[src/rtl/r5p_htif_sub_pkg.sv]
// Shared HTIF definitions for the r5p HTIF responder.
//  - HTIF device/command codes recognised in a tohost word
//  - htif_cmd_t: field view of a 32-bit tohost word
//  - htif_state_t: responder run state
//  - HTIF_ACK: value posted to fromhost after a console putchar
package r5p_htif_sub_pkg;

    localparam logic [7:0] HTIF_DEV_CONSOLE = 8'd1;
    localparam logic [7:0] HTIF_CMD_PUTC    = 8'd1;

    // fromhost acknowledge after a console putchar: dev=1, cmd=1, payload=1
    localparam logic [31:0] HTIF_ACK = {8'h01, 8'h01, 16'h0001};

    typedef struct packed {
        logic [7:0]  dev;
        logic [7:0]  cmd;
        logic [15:0] pld;
    } htif_cmd_t;

    typedef enum logic [1:0] {
        HTIF_RUN  = 2'd0,
        HTIF_HALT = 2'd1,
        HTIF_TOUT = 2'd2
    } htif_state_t;

endpackage

[src/rtl/r5p_htif_sub_fifo.sv]
// Synchronous FIFO holding console characters.
//  clk, rst   clock, synchronous active-high reset (pointers only)
//  push, pdat write strobe and data (ignored when full unless popping)
//  pop        read strobe (ignored when empty)
//  head       oldest entry, valid while !empty
//  full/empty occupancy flags
module r5p_htif_sub_fifo #(
    parameter int unsigned DEPTH = 8,
    parameter int unsigned WIDTH = 8
) (
    input  logic             clk,
    input  logic             rst,
    input  logic             push,
    input  logic [WIDTH-1:0] pdat,
    input  logic             pop,
    output logic [WIDTH-1:0] head,
    output logic             full,
    output logic             empty
);

    localparam int unsigned AW = $clog2(DEPTH);

    // One extra pointer bit separates full (MSBs differ) from empty (equal).
    logic [AW:0]      wptr_q, wptr_d;
    logic [AW:0]      rptr_q, rptr_d;
    logic [WIDTH-1:0] mem_q [DEPTH];
    logic             do_push, do_pop;

    assign empty = (wptr_q == rptr_q);
    assign full  = (wptr_q[AW] != rptr_q[AW]) && (wptr_q[AW-1:0] == rptr_q[AW-1:0]);
    assign head  = mem_q[rptr_q[AW-1:0]];

    // Push while full is accepted only when the head leaves the same cycle.
    assign do_pop  = pop & ~empty;
    assign do_push = push & (~full | do_pop);

    always_comb begin
        wptr_d = wptr_q;
        rptr_d = rptr_q;
        if (do_push) wptr_d = wptr_q + 1'b1;
        if (do_pop)  rptr_d = rptr_q + 1'b1;
    end

    always_ff @(posedge clk) begin
        if (rst) begin
            wptr_q <= '0;
            rptr_q <= '0;
        end else begin
            wptr_q <= wptr_d;
            rptr_q <= rptr_d;
        end
    end

    always_ff @(posedge clk) begin
        if (do_push) mem_q[wptr_q[AW-1:0]] <= pdat;
    end

endmodule

[src/rtl/r5p_htif_sub.sv]
// HTIF responder on a TCB subordinate port (byte-enable mode).
// Decodes core accesses to the tohost/fromhost words, streams console
// putchar characters through a FIFO, latches halt/exit code on a pass/fail
// write and flags a timeout when the run lasts too long.
//  clk, rst             clock, synchronous active-high reset
//  tcb_vld/tcb_rdy      request handshake (rdy drops only while FIFO full)
//  tcb_req_*            write enable, byte address, byte enables, write data
//  tcb_rsp_rdt/_sts     response, valid the cycle after the transfer
//  con_vld/rdy/dat      console character stream
//  halt, exit_code      sticky test-finished flag and tohost[31:1]
//  timeout              sticky timeout flag
module r5p_htif_sub
    import r5p_htif_sub_pkg::*;
#(
    parameter int unsigned ADR_W   = 32,
    parameter int unsigned DAT_W   = 32,
    parameter logic [31:0] TOHOST  = 32'h0,
    parameter int unsigned FIFO_D  = 8,
    parameter int unsigned TIMEOUT = 20000
) (
    input  logic               clk,
    input  logic               rst,
    input  logic               tcb_vld,
    output logic               tcb_rdy,
    input  logic               tcb_req_wen,
    input  logic [ADR_W-1:0]   tcb_req_adr,
    input  logic [DAT_W/8-1:0] tcb_req_byt,
    input  logic [DAT_W-1:0]   tcb_req_wdt,
    output logic [DAT_W-1:0]   tcb_rsp_rdt,
    output logic               tcb_rsp_sts,
    output logic               con_vld,
    input  logic               con_rdy,
    output logic [7:0]         con_dat,
    output logic               halt,
    output logic [30:0]        exit_code,
    output logic               timeout
);

    localparam int unsigned BYT_W   = DAT_W / 8;
    localparam logic [31:0] TO_LAST = 32'(TIMEOUT - 1);

    function automatic logic [DAT_W-1:0] byte_merge(
        input logic [DAT_W-1:0] old,
        input logic [DAT_W-1:0] wdt,
        input logic [BYT_W-1:0] byt
    );
        logic [DAT_W-1:0] r;
        r = old;
        for (int i = 0; i < BYT_W; i++) begin
            if (byt[i]) r[8*i +: 8] = wdt[8*i +: 8];
        end
        return r;
    endfunction

    htif_state_t      state_q, state_d;
    logic [DAT_W-1:0] tohost_q, tohost_d;
    logic [DAT_W-1:0] fromhost_q, fromhost_d;
    logic [DAT_W-1:0] rdt_q, rdt_d;
    logic             sts_q, sts_d;
    logic [30:0]      exit_code_q, exit_code_d;
    logic [31:0]      cnt_q, cnt_d;

    logic             trn;
    logic [1:0]       off;
    htif_cmd_t        cmd;
    logic             fifo_push, fifo_pop, fifo_full, fifo_empty;
    logic             unused_adr;

    assign trn = tcb_vld & tcb_rdy;
    // Word offset of the access relative to the tohost word.
    assign off = tcb_req_adr[3:2] - TOHOST[3:2];
    assign cmd = htif_cmd_t'(tcb_req_wdt[31:0]);
    assign unused_adr = ^{tcb_req_adr[ADR_W-1:4], tcb_req_adr[1:0]};

    always_comb begin
        state_d     = state_q;
        tohost_d    = tohost_q;
        fromhost_d  = fromhost_q;
        rdt_d       = rdt_q;
        sts_d       = sts_q;
        exit_code_d = exit_code_q;
        cnt_d       = cnt_q;
        fifo_push   = 1'b0;

        if (trn) begin
            rdt_d = '0;
            sts_d = 1'b0;
            unique case (off)
                2'd0: begin
                    if (!tcb_req_wen) begin
                        rdt_d = tohost_q;
                    end else if (state_q == HTIF_RUN) begin
                        tohost_d = byte_merge(tohost_q, tcb_req_wdt, tcb_req_byt);
                        // Only whole-word writes are HTIF commands. Putchar is
                        // checked first because the character may have bit 0 set.
                        if (&tcb_req_byt) begin
                            if (cmd.dev == HTIF_DEV_CONSOLE && cmd.cmd == HTIF_CMD_PUTC) begin
                                fifo_push  = 1'b1;
                                tohost_d   = '0;
                                fromhost_d = HTIF_ACK;
                            end else if (tcb_req_wdt[0]) begin
                                state_d     = HTIF_HALT;
                                exit_code_d = tcb_req_wdt[31:1];
                            end
                        end
                    end
                end
                2'd1: begin
                    if (!tcb_req_wen) begin
                        rdt_d = fromhost_q;
                    end else if (state_q == HTIF_RUN) begin
                        fromhost_d = byte_merge(fromhost_q, tcb_req_wdt, tcb_req_byt);
                    end
                end
                default: sts_d = 1'b1;
            endcase
        end

        // Cycle counter runs only in RUN, so a halt freezes it; a halt write
        // in the same cycle as the limit wins over the timeout.
        if (state_q == HTIF_RUN) begin
            if (cnt_q != '1) cnt_d = cnt_q + 32'd1;
            if (TIMEOUT != 0 && cnt_q == TO_LAST && state_d == HTIF_RUN) state_d = HTIF_TOUT;
        end
    end

    always_ff @(posedge clk) begin
        if (rst) begin
            state_q     <= HTIF_RUN;
            tohost_q    <= '0;
            fromhost_q  <= '0;
            rdt_q       <= '0;
            sts_q       <= 1'b0;
            exit_code_q <= '0;
            cnt_q       <= '0;
        end else begin
            state_q     <= state_d;
            tohost_q    <= tohost_d;
            fromhost_q  <= fromhost_d;
            rdt_q       <= rdt_d;
            sts_q       <= sts_d;
            exit_code_q <= exit_code_d;
            cnt_q       <= cnt_d;
        end
    end

    r5p_htif_sub_fifo #(
        .DEPTH (FIFO_D),
        .WIDTH (8)
    ) u_fifo (
        .clk   (clk),
        .rst   (rst),
        .push  (fifo_push),
        .pdat  (tcb_req_wdt[7:0]),
        .pop   (fifo_pop),
        .head  (con_dat),
        .full  (fifo_full),
        .empty (fifo_empty)
    );

    assign fifo_pop    = con_vld & con_rdy;
    assign con_vld     = ~fifo_empty;
    assign tcb_rdy     = ~fifo_full;
    assign tcb_rsp_rdt = rdt_q;
    assign tcb_rsp_sts = sts_q;
    assign halt        = (state_q == HTIF_HALT);
    assign timeout     = (state_q == HTIF_TOUT);
    assign exit_code   = exit_code_q;

endmodule

[config.mk]
export PLATFORM = sky130hd
export DESIGN_NAME = r5p_htif_sub
export DESIGN_NICKNAME = d
export VERILOG_FILES = /design/src/rtl/r5p_htif_sub_pkg.sv /design/src/rtl/r5p_htif_sub_fifo.sv /design/src/rtl/r5p_htif_sub.sv
export SDC_FILE = /design/constraint.sdc
export NUM_CORES = 1
export LEC_CHECK = 0
export CAP_MARGIN = 10
export CELL_PAD_IN_SITES_DETAIL_PLACEMENT = 0
export CELL_PAD_IN_SITES_GLOBAL_PLACEMENT = 1
export CORE_UTILIZATION = 42
export DETAILED_ROUTE_END_ITERATION = 10
export PLACE_DENSITY_LB_ADDON = 0.05
export SETUP_SLACK_MARGIN = 0.3
export SYNTH_ARGS = -nofsm -noshare
export SYNTH_HDL_FRONTEND = slang
export SYNTH_HIERARCHICAL = 1
export SYNTH_SLANG_ARGS = --single-unit
[constraint.sdc]
create_clock -name clk -period 3.8 [get_ports clk]
set_input_delay 0.57 -clock clk [delete_from_list [all_inputs] [get_ports clk]]
set_output_delay 0.57 -clock clk [all_outputs]
set_load 0.1 [all_outputs]
# Word level (Yosys, flattened, before mapping)
# Memory sizes are Yosys's and may differ from the RTL's. A register that Yosys moved wholly into a read port is not among the register bits.
# Cells that the tools add are included.
# W data, S select, Z words.
classes:
  addsub: 3
  n_eq_ne: 20
  mux: 40
  bitwise: 8
  reduce_logical: 16
op_table:
  columns: ["op", "count"]
  rows:
  - ["$mux W32", 10]
  - ["$pmux W32 S2", 2]
  - ["$mux W8", 8]
  - ["$reduce_and A9 Y1", 4]
  - ["$add A32 B1 Y32 const B", 1]
  - ["$eq A32 B15 Y1 const B", 1]
  - ["$ne A32 B32 Y1 const B", 1]
  - ["$ne A2 B2 Y1 const B", 10]
  - ["$mux W2", 9]
  - ["$eq A8 B1 Y1 const B", 2]
  - ["$reduce_and A10 Y1", 1]
  - ["$mux W1", 9]
  - ["$add A4 B1 Y4 const B", 2]
  - ["$reduce_and A4 Y1", 2]
  - ["$logic_not A2 Y1", 3]
  - ["$mux W3", 2]
  - ["$and A1 B1 Y1", 4]
  - ["$eq A2 B1 Y1 const B", 2]
  - ["$eq A4 B4 Y1", 1]
  - ["$eq A3 B3 Y1", 1]
  - ["$logic_and A1 B1 Y1", 3]
  - ["$not A1 Y1", 3]
  - ["$eq A2 B2 Y1 const B", 1]
  - ["$reduce_and A2 Y1", 1]
  - ["4 further kinds", 4]
totals:
  ff_bits: 170
  ramBits: 64
  n_memories: 1
mem_list:
  columns: ["memory", "words", "width", "rd", "rd_ports_with_merged_regs", "wr", "line_no", "text"]
  rows:
  - ["u_fifo.mem_q", 8, 8, 1, 1, 1, "r5p_htif_sub_fifo.sv:26", "logic [WIDTH-1:0] mem_q [DEPTH];"]

# Depth between registers and ports, before layout
# Gate-level depths: netlist (run 1).
logic_depth:
  word_depth: 12
  mapped_depth: 13
  mapped_depth_nobuf: 10

# Cells and area by module
# The synthesis (run 1) kept the hierarchy.
by_module_without_submodules:
  columns: ["module", "n_inst", "cells_per_inst", "area_per_inst_um2"]
  rows:
  - ["r5p_htif_sub", 1, 781, 6857.8]
  - ["r5p_htif_sub_fifo", 1, 164, 3016.6]

# Worst setup path before layout (run 1)
# OpenSTA, ideal clock, no wires.
synth_timing:
  path_type: "flip-flop to flip-flop"
  start: "register u_fifo.wptr_q[1]"
  end: "memory u_fifo.mem_q[0][0], enable pin"
  arrival_ns: 2.845
  setup_slack_ns: 0.561
  path_stages_with_launch: 13
  path_buffers: 3
  path_cell_list: "dfxtp_1 buf_4 xnor2_1 nand4_1 inv_2 nand4bb_1 nor4_1 buf_4 nand3_2 buf_6 inv_1 o21ai_0 nor4_1"
synth_via:
  elab_chain_cells: 8
  elab_cells_between_ends: 13
  classes_between: "2 x eq/ne; 3 x mux; 7 x bitwise; 1 x reduce/logical"
synth_lines:
  columns: ["item", "line_no", "text"]
  rows:
  - ["start: declaration", "r5p_htif_sub_fifo.sv:24", "logic [AW:0] wptr_q, wptr_d;"]
  - ["start signal: assignment", "r5p_htif_sub_fifo.sv:49", "wptr_q <= wptr_d;"]
  - ["$eq A3 B3 Y1", "r5p_htif_sub_fifo.sv:30", "assign full = (wptr_q[AW] != rptr_q[AW]) && (wptr_q[AW-1:0] == rptr_q[AW-1:0]);"]
  - ["$logic_and A1 B1 Y1", "r5p_htif_sub_fifo.sv:30", null]
  - ["named net fifo_full", "r5p_htif_sub.sv:66", "logic fifo_push, fifo_pop, fifo_full, fifo_empty;"]
  - ["$not A1 Y1", "r5p_htif_sub.sv:163", "assign tcb_rdy = ~fifo_full;"]
  - ["$and A1 B1 Y1", "r5p_htif_sub.sv:69", "assign trn = tcb_vld & tcb_rdy;"]
  - ["$mux W1", "r5p_htif_sub.sv:85", "if (trn) begin"]
  - ["named net fifo_push", "r5p_htif_sub.sv:66", null]
  - ["$and A1 B1 Y1", "r5p_htif_sub_fifo.sv:35", "assign do_push = push & (~full | do_pop);"]
  - ["$mux W1", "r5p_htif_sub_fifo.sv:55", "if (do_push) mem_q[wptr_q[AW-1:0]] <= pdat;"]
  - ["$mux W1 (implied by the code)", "r5p_htif_sub_fifo.sv:55", null]
  - ["end: declaration", "r5p_htif_sub_fifo.sv:26", null]
# The timed path passes the listed nets, and every way through them passes these cells.

# Final worst setup path (run 1)
layout_timing:
  start: "register u_fifo.wptr_q[0]"
  end: "output tcb_rdy"
layout_via:
  elab_chain_cells: 3
layout_lines:
  columns: ["item", "line_no", "text"]
  rows:
  - ["$eq A3 B3 Y1", "r5p_htif_sub_fifo.sv:30", null]
  - ["$logic_and A1 B1 Y1", "r5p_htif_sub_fifo.sv:30", null]
  - ["named net fifo_full", "r5p_htif_sub.sv:66", null]
  - ["$not A1 Y1", "r5p_htif_sub.sv:163", null]
  - ["end: declaration", "r5p_htif_sub.sv:24", "output logic tcb_rdy,"]
# The timed path passes the listed nets, and every way through them passes these cells.

==> impl_results.md, run 1 <==
* Pwr per Cell Area at 440 nW/um2
* Slowest-stage cell, CP: clkdlybuf4s50_1
* YS warnings at 6
* Crit path max-delay family: buffers and inverters
* Max-slew violation count at 0
* Worst EP arrival at 2.76 ns
* RSZ-0062 raised after global routing: false
* Nature of the critical path endpoint: primary output
* Die Span Y at 155 um
* Worst r2r path cells at 10
* Critical path, cell by cell: xnor2_1, nand4_1, inv_2, inv_1, clkdlybuf4s50_1
* CP Class: register to primary output
* CTS buffer count at 27
* Crit-path max cell delay at 0.96 ns
* Post-CTS Repair Setup Buffers at 0
* Iter 0 DRT Violations at 305
* Post-layout min period at 3.33 ns
* Total gr overflow at 0
* Gr usage total at 20.0%
* Hold Crit Class: register to register
* Async S/R FF share, synth at 0%
* Final setup vio count at 0
* Pleak at 4.10 nW
* TritonCTS sink count at 237
* Area contributors post-synth: dfxtp_1 (35%), edfxtp_1 (19%), mux2i_1 (6.0%)
* Met3 usage at 3.37%
* ANT cells at 0
* Critical Path Fanout Max at 10
* Hold-fix buffers at CTS at 0
* Vias per std cell at 5.17
* Initial antenna violation count at 0
* CP Data Required Time at 3.23 ns
* Die Width at 155 um
* Slew @ Worst Pin at 1.03 ns
* DRC errors left at 0
* Top-count cell post-synth: dfxtp_1
* CTS max path bufs at 3
* Fmax at 300 MHz
* CTS tree: built
* DR vias at 7197
* Core Util, Final at 53.3%
* Outcome: completed
* Clock latency on the worst-skew pair at 0.55 ns
* GRT met1 Usage at 27.7%
* Post-synth top flop: dfxtp_1
* Largest net degree at the start of global routing at 72
* Skew final at 0.0181 ns
* Setup total negative slack at 0 ns
* Buffers added on ports at 118
* First-pass GRT wire length at 38300 um
* Synth-to-layout area growth at 23.4%
* Hpwl dp at 15700 um
* I/O pin count at 149
* CTS H-tree lvls at 1
* Maxcap violations at 0
* Filler cells at 2103
* Worst hold path depth at 2
* Met2 global-route usage at 32.9%
* Net Count, Synth at 1021
* CP Depth at 5
* WP buf/inv at 3
* Clk root buf: clkbuf_16
* Avg Cell Area, Syn at 10.4 um2
* Slew HR at 31.0%
* Clock transition at path regs at 0.06 ns
* Post-CTS Resized at 0
* Area of the mapped netlist at 9870 um2
* Die area at 24100 um2
* Top-area cell type share of the netlist area at 35.1%
* Vias in the first global route at 7084
* Share of cells above drive strength 1 at 12.1%
* Final Hold Viols at 0
* Period utilization at 87.6%
* Peak VDD IR at 299 uV
* ANT nets after route at 0
* Routed WL at 23700 um
* Core ar. at 22800 um2
* GRT busiest layer: met2
* Starting density of the core at 43.2%
* Synthesized flop and latch total at 237
* Final RePlAce weighted congestion at 0.754
* Row count at 55
* Total power at 5.36 mW
* CP Launch Type: register
* Number of synthesized flops with an enable pin at 64
* Leading cell types by count after synthesis: dfxtp_1 (173), nand2_1 (110), nor2_1 (102)
* Syn Inst Count at 945
* 1st-pass router iterations at 4
* Post-synthesis cell type count at 59
* Sequential fraction of the synthesis area at 54.5%
* Avg WL per Cell at 17.0 um
* Synth area leader: dfxtp_1
* Layout Nets at 1137
[area by class of cell]
type,count,area [um2],area share [%]
multi-input cells,634,4190,34.4
clock inverters,13,75.1,0.616
inverters,18,67.6,0.554
flip-flops and latches,237,5390,44.2
repair buffers,143,1360,11.1
well taps,313,392,3.21
clock buffers,34,722,5.92
[metrics by stage]
stage | cells | area [um2] | setup slack (ns) | hold WS, ns
2_1_floorplan | 945 | 9870 | 0.561 | 0.436
3_3_place_gp | 1345 | 11400 | 0.630 | 0.437
3_5_place_dp | 1345 | 11400 | 0.592 | 0.442
4_1_cts | 1392 | 12200 | 0.454 | 0.451
5_1_grt | 1392 | 12200 | 0.343 | 0.467
6_report | 1392 | 12200 | 0.469 | 0.447
[worst paths after layout]
path                            startpoint                         end  slack [ns]
max          u_fifo/wptr_q[0]$_SDFFE_PP0P_                     tcb_rdy        0.47
min             exit_code[26]$_SDFFE_PP0P_  exit_code[26]$_SDFFE_PP0P_        0.45
max reg2reg  u_fifo/wptr_q[0]$_SDFFE_PP0P_  exit_code[18]$_SDFFE_PP0P_        0.66
min reg2reg     exit_code[26]$_SDFFE_PP0P_  exit_code[26]$_SDFFE_PP0P_        0.45
[routing by layer]
| layer | routed length [um] | vias to the layer above |
|---|---|---|
| li1 | - | 3636 |
| met4 | 425 | 0 |
| met1 | 11100 | 3417 |
| met2 | 11100 | 115 |
| met3 | 1050 | 29 |
| met5 | 0 | - |
[power breakdown]
| part | leakage [nW] | total [mW] | internal [mW] | switching (mW) |
|---|---|---|---|---|
| registers | 1.98 | 2.63 | 2.62 | 0.0161 |
| clock network | 0.394 | 2.35 | 1.34 | 1.01 |
| logic | 1.73 | 0.382 | 0.113 | 0.269 |
| total | 4.10 | 5.36 | 4.07 | 1.29 |
[layout by cell type (no fill, tap or decap), types with 16 or more instances in the layout]
master,n
nand2b_1,36
buf_4,34
dfxtp_1,173
a211oi_1,35
nand2_1,110
inv_1,17
a21oi_1,52
clkbuf_16,27
nand3_1,23
mux2i_1,59
edfxtp_1,64
clkdlybuf4s50_1,108
mux2_2,21
a22oi_1,32
nor2_1,100
mux4_2,16
[state kept, by name, indices dropped and copies added (netlist names), named ones only]
| name | flops |
|---|---|
| tcb_rsp_rdt | 32 |
| u_fifo/wptr_q | 4 |
| u_fifo/mem_q | 64 |
| fromhost_q | 32 |
| exit_code | 31 |
| tcb_rsp_sts | 1 |
| cnt_q | 32 |
| state_q | 2 |
| u_fifo/rptr_q | 4 |
| tohost_q | 32 |
[tightest hold or removal path: stages (launching register included)]
cell and delay (ns):
dfxtp_1 0.31, nand2_1 0.05, a21oi_1 0.05
[cells by family (layout without fill, tap and decap cells)]
| group | Yosys count | in the layout | synth area share [%] |
|---|---|---|---|
| simple gates | 371 | 371 | 18.6 |
| flops | 237 | 237 | 54.5 |
| compound gates | 152 | 152 | 10.1 |
| mux | 96 | 96 | 12.0 |
| buf+inv | 74 | 208 | 3.29 |
| xor+xnor | 12 | 12 | 1.06 |
| fa+ha+maj | 3 | 3 | 0.380 |
Power figures use the tool's default switching activity.
==> run 2: changes to the inputs <==
- CAP_MARGIN: 10 -> 40
- RECOVER_POWER: default -> 25
==> run 2 against run 1 <==
Effect of this change:
- the run now ends with capacitance limit, slew limit left
- via count up 3.8%
- combinational power up 17%
- clock skew down 0.0078 ns
- flip-flop and latch count unchanged
- utilization up 4.5 points
- non-clock buffer count up 67
- sequential power about the same
- sequential share of layout area down 3.4 points
- final cell count up 4.8%
- critical path type is now input port to register
==> impl_results.md, run 2 (synthesized netlist as in run 1, its figures left out) <==
* Slew @ Worst Pin at 1.71 ns
* ANT cells at 0
* Total power at 5.47 mW
* I/O pin count at 149
* Skew final at 0.0104 ns
* RSZ-0062 raised after global routing: false
* Fmax at 300 MHz
* Buffers added on ports at 118
* CTS buffer count at 26
* Worst reg2reg path endpoint: exit_code[15]$_SDFFE_PP0P_
* Worst r2r path cells at 10
* Post-CTS Repair Setup Buffers at 0
* Starting density of the core at 43.2%
* Hold-fix buffers at CTS at 0
* Slew HR at -14.1%
* Routed WL at 24400 um
* Period utilization at 87.6%
* ANT nets after route at 0
* Hold endpoint: exit_code[25]$_SDFFE_PP0P_
* Hpwl dp at 16300 um
* Peak VDD IR at 273 uV
* Share of cells above drive strength 1 at 16.1%
* Core ar. at 22800 um2
* Die Width at 155 um
* Vias per std cell at 5.12
* CTS max path bufs at 3
* Nature of the critical path endpoint: register
* Most common cell after layout, fill and taps aside: dfxtp_1
* Final RePlAce weighted congestion at 0.754
* Hold Crit Class: register to register
* Clk root buf: clkbuf_16
* Pwr per Cell Area at 414 nW/um2
* Worst hold path depth at 2
* Layout Nets at 1203
* Final Hold Viols at 0
* CP Launch Type: input port
* Post-layout min period at 3.33 ns
* Leading cell types in the layout, fill and taps excluded: dfxtp_1 (173), nand2_1 (110), nor2_1 (101)
* Critical Path Fanout Max at 30
* Core Util, Final at 57.8%
* TritonCTS sink count at 237
* Final setup vio count at 0
* Largest register FFs at 64
* R2R setup slack at 0.63 ns
* Setup total negative slack at 0 ns
* Max-slew violation count at 67
* Hold path start: exit_code[25]$_SDFFE_PP0P_
* Clock latency on the worst-skew pair at 0.52 ns
* Vias in the first global route at 7282
* Outcome: finished with violations
* Violated checks: capacitance limit, slew limit
* Clock transition at path regs at 0.06 ns
* Worst EP arrival at 3.76 ns
* Synth-to-layout area growth at 33.8%
* Post-Place Cells at 1412
* DR vias at 7467
* Total gr overflow at 0
* CTS H-tree lvls at 1
* 1st-pass router iterations at 4
* Final Non-Filler Cells at 1459
* Gr usage total at 20.5%
* Row count at 55
* Die Span Y at 155 um
* Largest net degree at the start of global routing at 72
* R2r startpoint: u_fifo/wptr_q[0]$_SDFFE_PP0P_
* DRC errors left at 0
* WHS at 0.450 ns
* Initial antenna violation count at 0
* Pleak at 4.57 nW
* CP Class: input port to register
* Post-CTS Resized at 0
* Maxcap violations at 2
* Die area at 24100 um2
* CP Data Required Time at 4.23 ns
* CTS tree: built
* Avg WL per Cell at 16.8 um
* Iter 0 DRT Violations at 408
* First-pass GRT wire length at 39200 um
## run 2: cell types whose count changed in the layout (fill, tap and decap cells not counted), moves of 3 or more
cell             change
clkbuf_8             +4
dlygate4sd3_1        +9
buf_8               +56
buf_16               +7
clkdlybuf4s50_1      -9
clkbuf_1             +9
clkinv_1             -3
buf_4                -3
clkinv_2             -3
## run 2: per-stage QoR
step / worst slack, ns / instance area, um2
floorplan: 0.561 / 9870
global placement: 0.630 / 11400
detailed placement: 0.623 / 12500
CTS: 0.674 / 13300
global route: 0.317 / 13200
finish: 0.472 / 13200
## run 2: worst max-delay path, cell delays in order
cell,delay [ns]
dlygate4sd3_1,0.74
nand2b_1,0.25
nor2_1,0.24
clkbuf_1,1.27
a22oi_1,0.39
a211oi_1,0.29
## run 2: layout make-up
class,count,area [um2]
multi-input cells,634,4160
well taps,313,392
flip-flops and latches,237,5390
inverters,18,67.6
fillers,2025,9630
repair buffers,210,2390
clock buffers,40,785
clock inverters,7,36.3
## run 2: how the worst max path moves through the flow
stage | from | endpoint | slack [ns] | cells after the start
2_1_floorplan | u_fifo/wptr_q[1]$_SDFFE_PP0P_ | u_fifo/mem_q[0][0]$_DFFE_PP_ | 0.56 | 12
3_3_place_gp | tcb_req_wdt[24] | u_fifo/mem_q[0][3]$_DFFE_PP_ | 0.63 | 8
3_5_place_dp | tcb_req_wdt[24] | u_fifo/mem_q[1][3]$_DFFE_PP_ | 0.62 | 8
4_1_cts | u_fifo/wptr_q[1]$_SDFFE_PP0P_ | exit_code[26]$_SDFFE_PP0P_ | 0.67 | 10
5_1_grt | tcb_req_adr[2] | tcb_rsp_rdt[9]$_SDFFE_PP0P_ | 0.32 | 6
6_report | tcb_req_adr[2] | tcb_rsp_rdt[5]$_SDFFE_PP0P_ | 0.47 | 6
## run 2: per-layer routing
metal	vias up	part of all wire (%)	global-route usage (%)
met5	-	0	0
met4	0	1.4	3.92
met3	24	3.0	2.51
met2	117	48	34.5
met1	3565	48	28.4
li1	3761	-	-
## run 2: power breakdown
part	switching [mW]	internal, mW
sequential	0.0158	2.62
combinational	0.283	0.164
clock	0.979	1.41
